### src/rtl/mmu_util_pkg.sv
// Shared helpers for the MMU requester-side arbitration blocks.
//   clog2_min1 : index width for an N-entry vector, never less than 1 bit.
//   MaxN       : largest channel count the arbiter is meant to be built with.
//   grant_t    : one-hot grant vector for the default channel count.
package mmu_util_pkg;

   localparam int unsigned MaxN = 16;
   localparam int unsigned DefN = 4;

   typedef logic [DefN-1:0] grant_t;

   function automatic int unsigned clog2_min1(input int unsigned n);
      return (n <= 1) ? 1 : $clog2(n);
   endfunction

endpackage

### src/rtl/mux_arb_rr_if.sv
// Handshake bundle of the arbitrating multiplexer.
//   in_valid/in_ready/in_data/in_last : N upstream valid/ready channels.
//   out_valid/out_ready/out_data/out_last : registered downstream channel.
//   out_grant/out_idx : one-hot and binary source of the current output beat.
// Modports: master = the side that feeds inputs and consumes the output,
//           slave  = the arbiter itself.
interface mux_arb_rr_if
   import mmu_util_pkg::*;
#(
   parameter int unsigned WIDTH = 32,
   parameter int unsigned N     = 4
);
   localparam int unsigned IW = clog2_min1(N);

   logic [N-1:0]       in_valid;
   logic [N-1:0]       in_ready;
   logic [N*WIDTH-1:0] in_data;
   logic [N-1:0]       in_last;
   logic               out_valid;
   logic               out_ready;
   logic [WIDTH-1:0]   out_data;
   logic               out_last;
   logic [N-1:0]       out_grant;
   logic [IW-1:0]      out_idx;

   modport master (
      output in_valid, in_data, in_last, out_ready,
      input  in_ready, out_valid, out_data, out_last, out_grant, out_idx
   );

   modport slave (
      input  in_valid, in_data, in_last, out_ready,
      output in_ready, out_valid, out_data, out_last, out_grant, out_idx
   );

endinterface

### src/rtl/rr_grant.sv
// Combinational one-hot grant generator.
//   req       : per-channel request.
//   ptr       : round-robin start index (ignored when rr_en=0).
//   rr_en     : 1 = cyclic search from ptr, 0 = lowest index wins.
//   force_en  : override the search and grant force_idx unconditionally.
//   force_idx : channel granted while force_en=1.
//   gnt       : one-hot grant, all zero when nothing is requested.
module rr_grant
#(
   parameter int unsigned N  = 4,
   parameter int unsigned IW = 2
) (
   input  logic [N-1:0]  req,
   input  logic [IW-1:0] ptr,
   input  logic          rr_en,
   input  logic          force_en,
   input  logic [IW-1:0] force_idx,
   output logic [N-1:0]  gnt
);

   logic [N-1:0]   mask;
   logic [2*N-1:0] dbl;
   logic [2*N-1:0] g2;
   logic           found;

   always_comb begin
      mask  = '0;
      g2    = '0;
      found = 1'b0;
      for (int i = 0; i < N; i++) begin
         mask[i] = !rr_en || (i >= int'(ptr));
      end
      // Lower copy holds only requests at/after ptr, upper copy holds all of
      // them, so the first set bit is the cyclic winner.
      dbl = {req, req & mask};
      for (int k = 0; k < 2 * N; k++) begin
         if (dbl[k] && !found) begin
            g2[k] = 1'b1;
            found = 1'b1;
         end
      end
      gnt = g2[N-1:0] | g2[2*N-1:N];
      if (force_en) begin
         gnt = '0;
         for (int i = 0; i < N; i++) begin
            if (int'(force_idx) == i) gnt[i] = 1'b1;
         end
      end
   end

endmodule

### src/rtl/mux_arb_rr.sv
// N-channel valid/ready arbitrating multiplexer with a registered output.
//   clk, rst_n : rising-edge clock, asynchronous active-low reset.
//   bus        : slave side of mux_arb_rr_if (N inputs, one registered output,
//                plus one-hot/binary source of the output beat).
// Parameters: WIDTH payload bits, N channels (1..16), RR round-robin vs fixed
// priority, LOCK_EN hold the grant across a multi-beat sequence until in_last.
module mux_arb_rr
   import mmu_util_pkg::*;
#(
   parameter int unsigned WIDTH   = 32,
   parameter int unsigned N       = 4,
   parameter int unsigned RR      = 1,
   parameter int unsigned LOCK_EN = 1
) (
   input  logic        clk,
   input  logic        rst_n,
   mux_arb_rr_if.slave bus
);

   localparam int unsigned IW = clog2_min1(N);

   logic             load;
   logic             accept;
   logic             ends_arb;
   logic [N-1:0]     gnt;
   logic [IW-1:0]    sel_idx;
   logic [WIDTH-1:0] sel_data;
   logic             sel_last;
   logic [IW-1:0]    ptr_d;

   logic [IW-1:0]    ptr_q;
   logic             lock_q;
   logic [IW-1:0]    lock_idx_q;
   logic             out_valid_q;
   logic [WIDTH-1:0] out_data_q;
   logic             out_last_q;
   logic [N-1:0]     out_grant_q;
   logic [IW-1:0]    out_idx_q;

   rr_grant #(
      .N  (N),
      .IW (IW)
   ) u_grant (
      .req       (bus.in_valid),
      .ptr       (ptr_q),
      .rr_en     (RR != 0),
      .force_en  (lock_q),
      .force_idx (lock_idx_q),
      .gnt       (gnt)
   );

   assign load = ~out_valid_q | bus.out_ready;
   // rst_n gating keeps every in_ready low for the whole reset window.
   assign bus.in_ready = gnt & {N{load & rst_n}};
   assign accept       = |(bus.in_valid & bus.in_ready);

   always_comb begin
      sel_idx  = '0;
      sel_data = '0;
      sel_last = 1'b0;
      for (int i = 0; i < N; i++) begin
         if (gnt[i]) begin
            sel_idx  = IW'(i);
            sel_data = bus.in_data[i*WIDTH +: WIDTH];
            sel_last = bus.in_last[i];
         end
      end
   end

   assign ends_arb = (LOCK_EN == 0) || sel_last;
   assign ptr_d    = (sel_idx == IW'(N - 1)) ? '0 : sel_idx + 1'b1;

   always_ff @(posedge clk or negedge rst_n) begin
      if (!rst_n) begin
         ptr_q       <= '0;
         lock_q      <= 1'b0;
         lock_idx_q  <= '0;
         out_valid_q <= 1'b0;
         out_data_q  <= '0;
         out_last_q  <= 1'b0;
         out_grant_q <= '0;
         out_idx_q   <= '0;
      end else begin
         if (load) begin
            out_valid_q <= accept;
            if (accept) begin
               out_data_q  <= sel_data;
               out_last_q  <= sel_last;
               out_grant_q <= gnt;
               out_idx_q   <= sel_idx;
            end
         end
         if (accept && (RR != 0) && ends_arb) ptr_q <= ptr_d;
         // While locked only lock_idx can be accepted, so a last beat here
         // always belongs to the locked channel.
         if (accept && (LOCK_EN != 0)) begin
            lock_q     <= ~sel_last;
            lock_idx_q <= sel_idx;
         end
      end
   end

   assign bus.out_valid = out_valid_q;
   assign bus.out_data  = out_data_q;
   assign bus.out_last  = out_last_q;
   assign bus.out_grant = out_grant_q;
   assign bus.out_idx   = out_idx_q;

endmodule

### src/flat_wrapper.sv
// flat-port wrapper written by rule: the top's interface ports become plain ports
module mux_arb_rr_flat import mmu_util_pkg::*;
#(
   parameter int unsigned WIDTH   = 32,
   parameter int unsigned N       = 4,
   parameter int unsigned RR      = 1,
   parameter int unsigned LOCK_EN = 1
)
  (clk, rst_n, bus_in_valid, bus_in_data, bus_in_last, bus_out_ready, bus_in_ready, bus_out_valid, bus_out_data, bus_out_last, bus_out_grant, bus_out_idx);
  mux_arb_rr_if #(.WIDTH(WIDTH), .N(N)) bus_i ();
  input  logic clk;
  input  logic rst_n;
  input wire logic [$bits(bus_i.in_valid)-1:0] bus_in_valid;
  input wire logic [$bits(bus_i.in_data)-1:0] bus_in_data;
  input wire logic [$bits(bus_i.in_last)-1:0] bus_in_last;
  input wire logic [$bits(bus_i.out_ready)-1:0] bus_out_ready;
  output wire logic [$bits(bus_i.in_ready)-1:0] bus_in_ready;
  output wire logic [$bits(bus_i.out_valid)-1:0] bus_out_valid;
  output wire logic [$bits(bus_i.out_data)-1:0] bus_out_data;
  output wire logic [$bits(bus_i.out_last)-1:0] bus_out_last;
  output wire logic [$bits(bus_i.out_grant)-1:0] bus_out_grant;
  output wire logic [$bits(bus_i.out_idx)-1:0] bus_out_idx;
  assign bus_i.in_valid = bus_in_valid;
  assign bus_i.in_data = bus_in_data;
  assign bus_i.in_last = bus_in_last;
  assign bus_i.out_ready = bus_out_ready;
  assign bus_in_ready = bus_i.in_ready;
  assign bus_out_valid = bus_i.out_valid;
  assign bus_out_data = bus_i.out_data;
  assign bus_out_last = bus_i.out_last;
  assign bus_out_grant = bus_i.out_grant;
  assign bus_out_idx = bus_i.out_idx;
  mux_arb_rr #(.WIDTH(WIDTH), .N(N), .RR(RR), .LOCK_EN(LOCK_EN)) u_core (.clk(clk), .rst_n(rst_n), .bus(bus_i));
endmodule
### config.mk
export PLATFORM = sky130hd
export DESIGN_NAME = mux_arb_rr_flat
export DESIGN_NICKNAME = d
export VERILOG_FILES = /design/src/rtl/mmu_util_pkg.sv /design/src/rtl/mux_arb_rr_if.sv /design/src/rtl/rr_grant.sv /design/src/rtl/mux_arb_rr.sv /design/src/flat_wrapper.sv
export SDC_FILE = /design/constraint.sdc
export NUM_CORES = 1
export LEC_CHECK = 0
export CORE_MARGIN = 8
export CORE_UTILIZATION = 35
export CTS_CLUSTER_SIZE = 40
export DETAILED_ROUTE_END_ITERATION = 16
export GPL_TIMING_DRIVEN = 0
export PLACE_DENSITY = 0.77
export SKIP_LAST_GASP = 1
export SYNTH_ARGS = -nofsm -noshare
export SYNTH_HDL_FRONTEND = slang
export SYNTH_SLANG_ARGS = --single-unit
### constraint.sdc
create_clock -name clk -period 2.5 [get_ports clk]
set_clock_uncertainty 0.15 [all_clocks]
set_input_delay 0.625 -clock clk [delete_from_list [all_inputs] [get_ports clk]]
set_output_delay 0.625 -clock clk [all_outputs]
set_load 0.02 [all_outputs]
==> results.yml, run 1 <==
clock_tree:
  cts_tree: "built"
  cts_buffers: 5
  path_clk_slew_ns: 0.09
  cts.sinks: 45
  clk_path_buf_depth: 2
  root_buffer: "clkbuf_8"
  insertion_delay_ns: 0.30
  cts.htree.levels: 2
synthesis:
  syn-instance-count: 275
  synth_most_common_cell: "dfrtp_1"
  synth_top_area_share_pct: 38.4
  synth_edf_count: 0
  synthTopCellsByCount: "45 x dfrtp_1, 39 x a21oi_1, 39 x nor2_1, 32 x a222oi_1, 31 x mux2_4"
  syn-num-nets: 414
  ys_ff_latch: 45
  syn_avg_cell_area_um2: 10.7
  synthFlopType: "dfrtp_1"
  ys_types: 44
  async_flop_share_pct: 100
  synthTopCellsByArea: "dfrtp_1 38%, mux2_4 16%, a222oi_1 11%"
  yosys.area.top_type: "dfrtp_1"
  synth_area_um2: 2930
  synth.yosys.seq_area_share_pct: 38.4
  synth_warnings: 0
final_layout:
  fillers: 639
  layoutNonFillerInstCount: 590
  area_growth_pct: 84.0
  multiInputGateArea_um2: 1710
  fin_util_pct: 65.9
  drive_gt1_share_pct: 25.2
  antenna_cells: 0
  seq_area_um2: 1130
  num-nets-final: 623
power_and_ir_drop:
  leakagePower_nw: 2.33
  worst_ir_drop_vdd_mv: 0.595
  power_density_nw_per_um2: 1360
floorplanning:
  core_area_um2: 8180
  die_y_um: 107
  io_pins: 183
  dieArea_um2: 11600
  row_count: 33
  dieWidth_um: 107
  start_util_pct: 35.8
grt:
  antenna_found_initial: 0
  grt_first_pass_wirelength_mm: 18.3
  met3_usage_pct: 7.84
  grtUsageMet1_pct: 21.6
  grt_pass1_vias: 3560
  grtUsageMet2_pct: 35.1
  grt_usage_pct: 19.9
  grt_max_degree: 29
  top_usage_layer: "met2"
  grt.overflow.total: 0
worst_setup_path:
  regToRegStartpoint: "u_core.ptr_q[1]$_DFFE_PN0P_"
  cp-end-kind: "primary output"
  cp-endpoint: "bus_in_ready[0]"
  crit_type: "reg2out"
  arrival_ns: 1.75
  ff2ff_path_depth: 9
  path_max_fanout: 4
  start_kind: "register"
  r2r_setup_slack_ns: -0.01
  startpoint: "u_core.ptr_q[0]$_DFFE_PN0P_"
  worst_r2r_endpoint: "u_core.bus.out_data[30]$_DFFE_PN0P_"
  cp.required_ns: 1.73
placement:
  dp_cells: 563
  port_buffers: 182
  gp_congestion: 0.795
  dp.final_hpwl_mm: 8.83
  dp_slack_ns: -1.40
timing:
  worst_slew_pin_slew_ns: 0.506
  rsz0062_at_grt: "yes"
  slew_viol_final: 0
  fmax_ghz: 0.396
  min_period_ns: 2.52
  setup_slack_ns: -0.0226
  maxSlewHeadroom_pct: 66.3
  hold_violations: 0
  setup_viol: 14
  period_share_pct: 101
min_path:
  hold_path_class: "in2async"
route:
  wl_mm: 12.0
  drtAntennaViolNets: 0
  post-route-drc-count: 0
  firstDrtPassIters: 7
  drtIter0Drc: 270
  vias: 3200
  viasPerCell: 5.42
  wire_per_inst_um: 20.3
run_status:
  failed_checks: "setup timing"
  status: "complete, but fails checks"
job:
  cap_violations: 0
## worst max-delay path, cell delays in order, from the launching register on
cell,delay (ns)
dfrtp_2,0.45
buf_6,0.13
buf_6,0.11
nor3b_4,0.19
o21ai_2,0.09
o21ai_4,0.09
clkbuf_8,0.16
and2_4,0.12
buf_6,0.11
## per-stage QoR
step           instance area, um^2  hold slack, ns  setup TNS (ns)  total power, W
2_1_floorplan                 2930           0.179               0         0.00445
3_3_place_gp                  4880           0.311         -121.41         0.00599
3_5_place_dp                  4900           0.328          -36.95         0.00609
4_1_cts                       5240          0.0566         -0.0507         0.00715
5_1_grt                       5390          0.0558           -3.21         0.00781
6_report                      5390          0.0575         -0.0877         0.00735
## sequential cells by signal, summed over array words and instances (netlist names)
name and flops:
u_core.bus.out_data 32, u_core.bus.out_grant 4, u_core.bus.out_idx 2, u_core.bus.out_last 1, u_core.bus.out_valid 1, u_core.lock_idx_q 2, u_core.lock_q 1, u_core.ptr_q 2
## worst min-delay path by stage
stage	start	end	slack, ns	cells after the start
global route	rst_n	u_core.bus.out_idx[0]$_DFFE_PN0P_	0.06	1
CTS	rst_n	u_core.lock_q$_DFFE_PN0P_	0.06	1
global placement	u_core.bus.out_grant[1]$_DFFE_PN0P_	u_core.bus.out_grant[1]$_DFFE_PN0P_	0.31	1
floorplan	rst_n	u_core.bus.out_data[0]$_DFFE_PN0P_	0.18	0
finish	rst_n	u_core.lock_q$_DFFE_PN0P_	0.06	1
detailed placement	u_core.bus.out_grant[1]$_DFFE_PN0P_	u_core.bus.out_grant[1]$_DFFE_PN0P_	0.33	1
## power by group
part / internal (W) / switching [W] / total, W
Sequential: 0.00112 / 0.000246 / 0.00136
Clock: 0.000397 / 0.000257 / 0.000654
Combinational: 0.00284 / 0.00249 / 0.00533
## per-layer routing
layer  vias up  routed length, um
li1       1480                  -
met1      1525               4380
met2       177               6100
met3        18               1250
met4         0                219
met5         -                  0
## timing repair
action	4_1_cts	5_1_grt
pin swaps	11	10
hold buffers	0	0
endpoints found under the setup margin	49	39
gates cloned	0	2
gates resized for setup	70	23
setup buffers	15	5
## kinds of logic (layout without fill, tap and decap cells)
logic type / Yosys count / count (layout) / share of synthesized area [%]
simple gates: 65 / 65 / 10.3
mux: 34 / 34 / 17.0
compound gates: 100 / 100 / 26.9
buf+inv: 31 / 241 / 7.43
flops: 45 / 45 / 38.4
## cell type report
cell class | instances | share of cell area (%)
inverters | 7 | 0.488
well taps | 105 | 2.44
multi-input cells | 199 | 31.7
flip-flops and latches | 45 | 20.9
plain buffers | 21 | 4.11
repair buffers | 205 | 37.8
clock inverters | 3 | 1.21
clock buffers | 5 | 1.28
## placed cells by master, fill, tap and decap left out, drive strengths merged, types with 2 or more instances in the layout
cell	Yosys	routed
buf	13	40
o21a	2	2
bufinv	0	2
clkdlybuf4s50	0	172
nor2b	2	2
mux2	32	32
o21ai	8	8
a21o	3	3
a21oi	41	41
clkbuf	11	17
a222oi	32	32
and2	4	4
mux2i	2	2
nor2	39	39
nand2	6	6
dfrtp	45	45
nand3	3	3
a31oi	2	2
a221oi	2	2
a22o	2	2
nand3b	2	2
inv	7	7
nand2b	6	6
(Power assumes the default switching activity.)
==> run 2, diff against run 1 <==
- CORE_MARGIN: 8 -> 2
==> run 2 against run 1 <==
  * The run still ends with setup timing left
  * Highest routed layer unchanged
  * Wire length shrank 6.5%
  * Cell count grew 2.0%
  * Die area shrank 21%
  * Critical path depth is the same
  * First-iteration DRC count shrank 41%
  * Sequential share of layout area shrank 0.63 points
  * Hold slack gained 0.0081 ns
==> results.yml, run 2 (synthesis gave the netlist of run 1 again) <==
run_status:
  status: "complete, but fails checks"
  failed_checks: "setup timing"
floorplanning:
  core_area_um2: 8180
  dieWidth_um: 95.5
  io_pins: 183
  die_y_um: 95.5
  start_util_pct: 35.8
  row_count: 33
  dieArea_um2: 9120
grt:
  grt_pass1_vias: 3360
  grt_max_degree: 27
  antenna_found_initial: 0
  grt_first_pass_wirelength_mm: 16.4
  grt_usage_pct: 23.4
  grt.overflow.total: 0
final_layout:
  num-nets-final: 636
  largest_reg_flops: 32
  drive_gt1_share_pct: 27.8
  fin_util_pct: 68.0
  mostFrequentLayoutCells: "173 x clkdlybuf4s50_1, 44 x dfrtp_1, 37 x a21oi_1"
  antenna_cells: 0
  layoutNonFillerInstCount: 602
  area_growth_pct: 89.7
  final_common_cell: "clkdlybuf4s50_1"
power_and_ir_drop:
  p_total_w: 0.00768
  power_density_nw_per_um2: 1380
  leakagePower_nw: 2.41
  worst_ir_drop_vdd_mv: 0.618
timing:
  hold_violations: 0
  maxSlewHeadroom_pct: 67.0
  setup_slack_ns: -0.0613
  worst_slew_pin_slew_ns: 0.495
  setup_viol: 5
  fmax_ghz: 0.390
  min_period_ns: 2.56
  period_share_pct: 102
  rsz0062_at_grt: "yes"
  slew_viol_final: 0
  setup_tns_ns: -0.193
route:
  wl_mm: 11.2
  firstDrtPassIters: 6
  wire_per_inst_um: 18.6
  drtAntennaViolNets: 0
  drtIter0Drc: 158
  viasPerCell: 5.43
  vias: 3269
  post-route-drc-count: 0
placement:
  dp_cells: 563
  gp_congestion: 0.861
  port_buffers: 182
  dp.final_hpwl_mm: 7.87
worst_setup_path:
  path_max_fanout: 10
  arrival_ns: 2.59
  cp.required_ns: 2.53
  cp-end-kind: "register"
  start_kind: "register"
  crit_type: "reg2reg"
clock_tree:
  cts.sinks: 45
  cts.htree.levels: 2
  clk_path_buf_depth: 2
  insertion_delay_ns: 0.29
  root_buffer: "clkbuf_8"
  cts_buffers: 5
  cts_tree: "built"
  ctsHoldBuffers: 0
  path_clk_slew_ns: 0.09
min_path:
  hold_path_class: "in2async"
job:
  cap_violations: 0
run 2: cell types whose count changed in the layout (fill, tap and decap cells not counted), moves of 2 or more:
cell,previous run,this run
buf_12,4,8
buf_2,3,6
buf_4,24,26
buf_8,1,4
clkbuf_4,0,2
nor2b_1,2,0
run 2: path summary, 6_finish.rpt:
kind | from | end | slack (ns) | depth (start not counted)
setup / recovery | u_core.ptr_q[0]$_DFFE_PN0P_ | u_core.bus.out_data[6]$_DFFE_PN0P_ | -0.06 | 8
min in group clk | u_core.bus.out_last$_DFFE_PN0P_ | u_core.bus.out_last$_DFFE_PN0P_ | 0.33 | 1
max in group asynchronous | rst_n | u_core.ptr_q[0]$_DFFE_PN0P_ | 1.68 | 2
hold reg to reg | u_core.bus.out_last$_DFFE_PN0P_ | u_core.bus.out_last$_DFFE_PN0P_ | 0.33 | 1
hold / removal | rst_n | u_core.lock_q$_DFFE_PN0P_ | 0.07 | 1
setup reg to reg | u_core.ptr_q[0]$_DFFE_PN0P_ | u_core.bus.out_data[6]$_DFFE_PN0P_ | -0.06 | 8
run 2: what timing repair did:
item / CTS / global route
resized for setup: 70 / 34
pin swaps: 13 / 24
buffers inserted: 16 / 15
gates cloned: 1 / 4
endpoints found under the setup margin: 49 / 39
run 2: critical path, stage by stage (launching register included):
cell and delay [ns]:
dfrtp_2 0.42, buf_6 0.13, buf_4 0.13, o2111ai_2 0.29, nand2_2 0.19, clkbuf_4 0.25, a222oi_1 0.46, a21oi_1 0.14
mux2_4 0.28
run 2: metal layers:
metal / wire, um / global-route usage, %
met4: 198 / 7.38
met1: 4280 / 25.7
met3: 823 / 5.61
met2: 5880 / 44.0
met5: 0 / 0
run 2: layout make-up:
type | instances | area (um^2)
repair buffers | 217 | 2200
multi-input cells | 199 | 1720
plain buffers | 22 | 253
clock inverters | 2 | 35.0
flip-flops and latches | 45 | 1130
inverters | 7 | 26.3
clock buffers | 5 | 68.8
fillers | 648 | 2620
well taps | 105 | 131
run 2: through the flow:
stage | worst slack (ns) | hold slack [ns] | area [um^2]
after floorplan | 0.0252 | 0.179 | 2930
after global placement | -2.14 | 0.312 | 4880
after detailed placement | -1.38 | 0.320 | 4900
after CTS | -0.0632 | 0.0699 | 5260
after global routing | -0.133 | 0.0770 | 5560
final | -0.0613 | 0.0655 | 5560
run 2: report_power, final:
part / switching [W] / internal [W] / total, W
Clock: 0.000246 / 0.000291 / 0.000537
Sequential: 0.000237 / 0.00112 / 0.00136
Combinational: 0.00260 / 0.00319 / 0.00578
Total: 0.00308 / 0.00460 / 0.00768
==> run 3, diff against run 2 <==
- ABC_CLOCK_PERIOD_IN_PS: default -> 2500
- SLEW_MARGIN: default -> 20
==> results of run 3 <==
The final DEF is identical to that of run 2; final timing and power are the same.
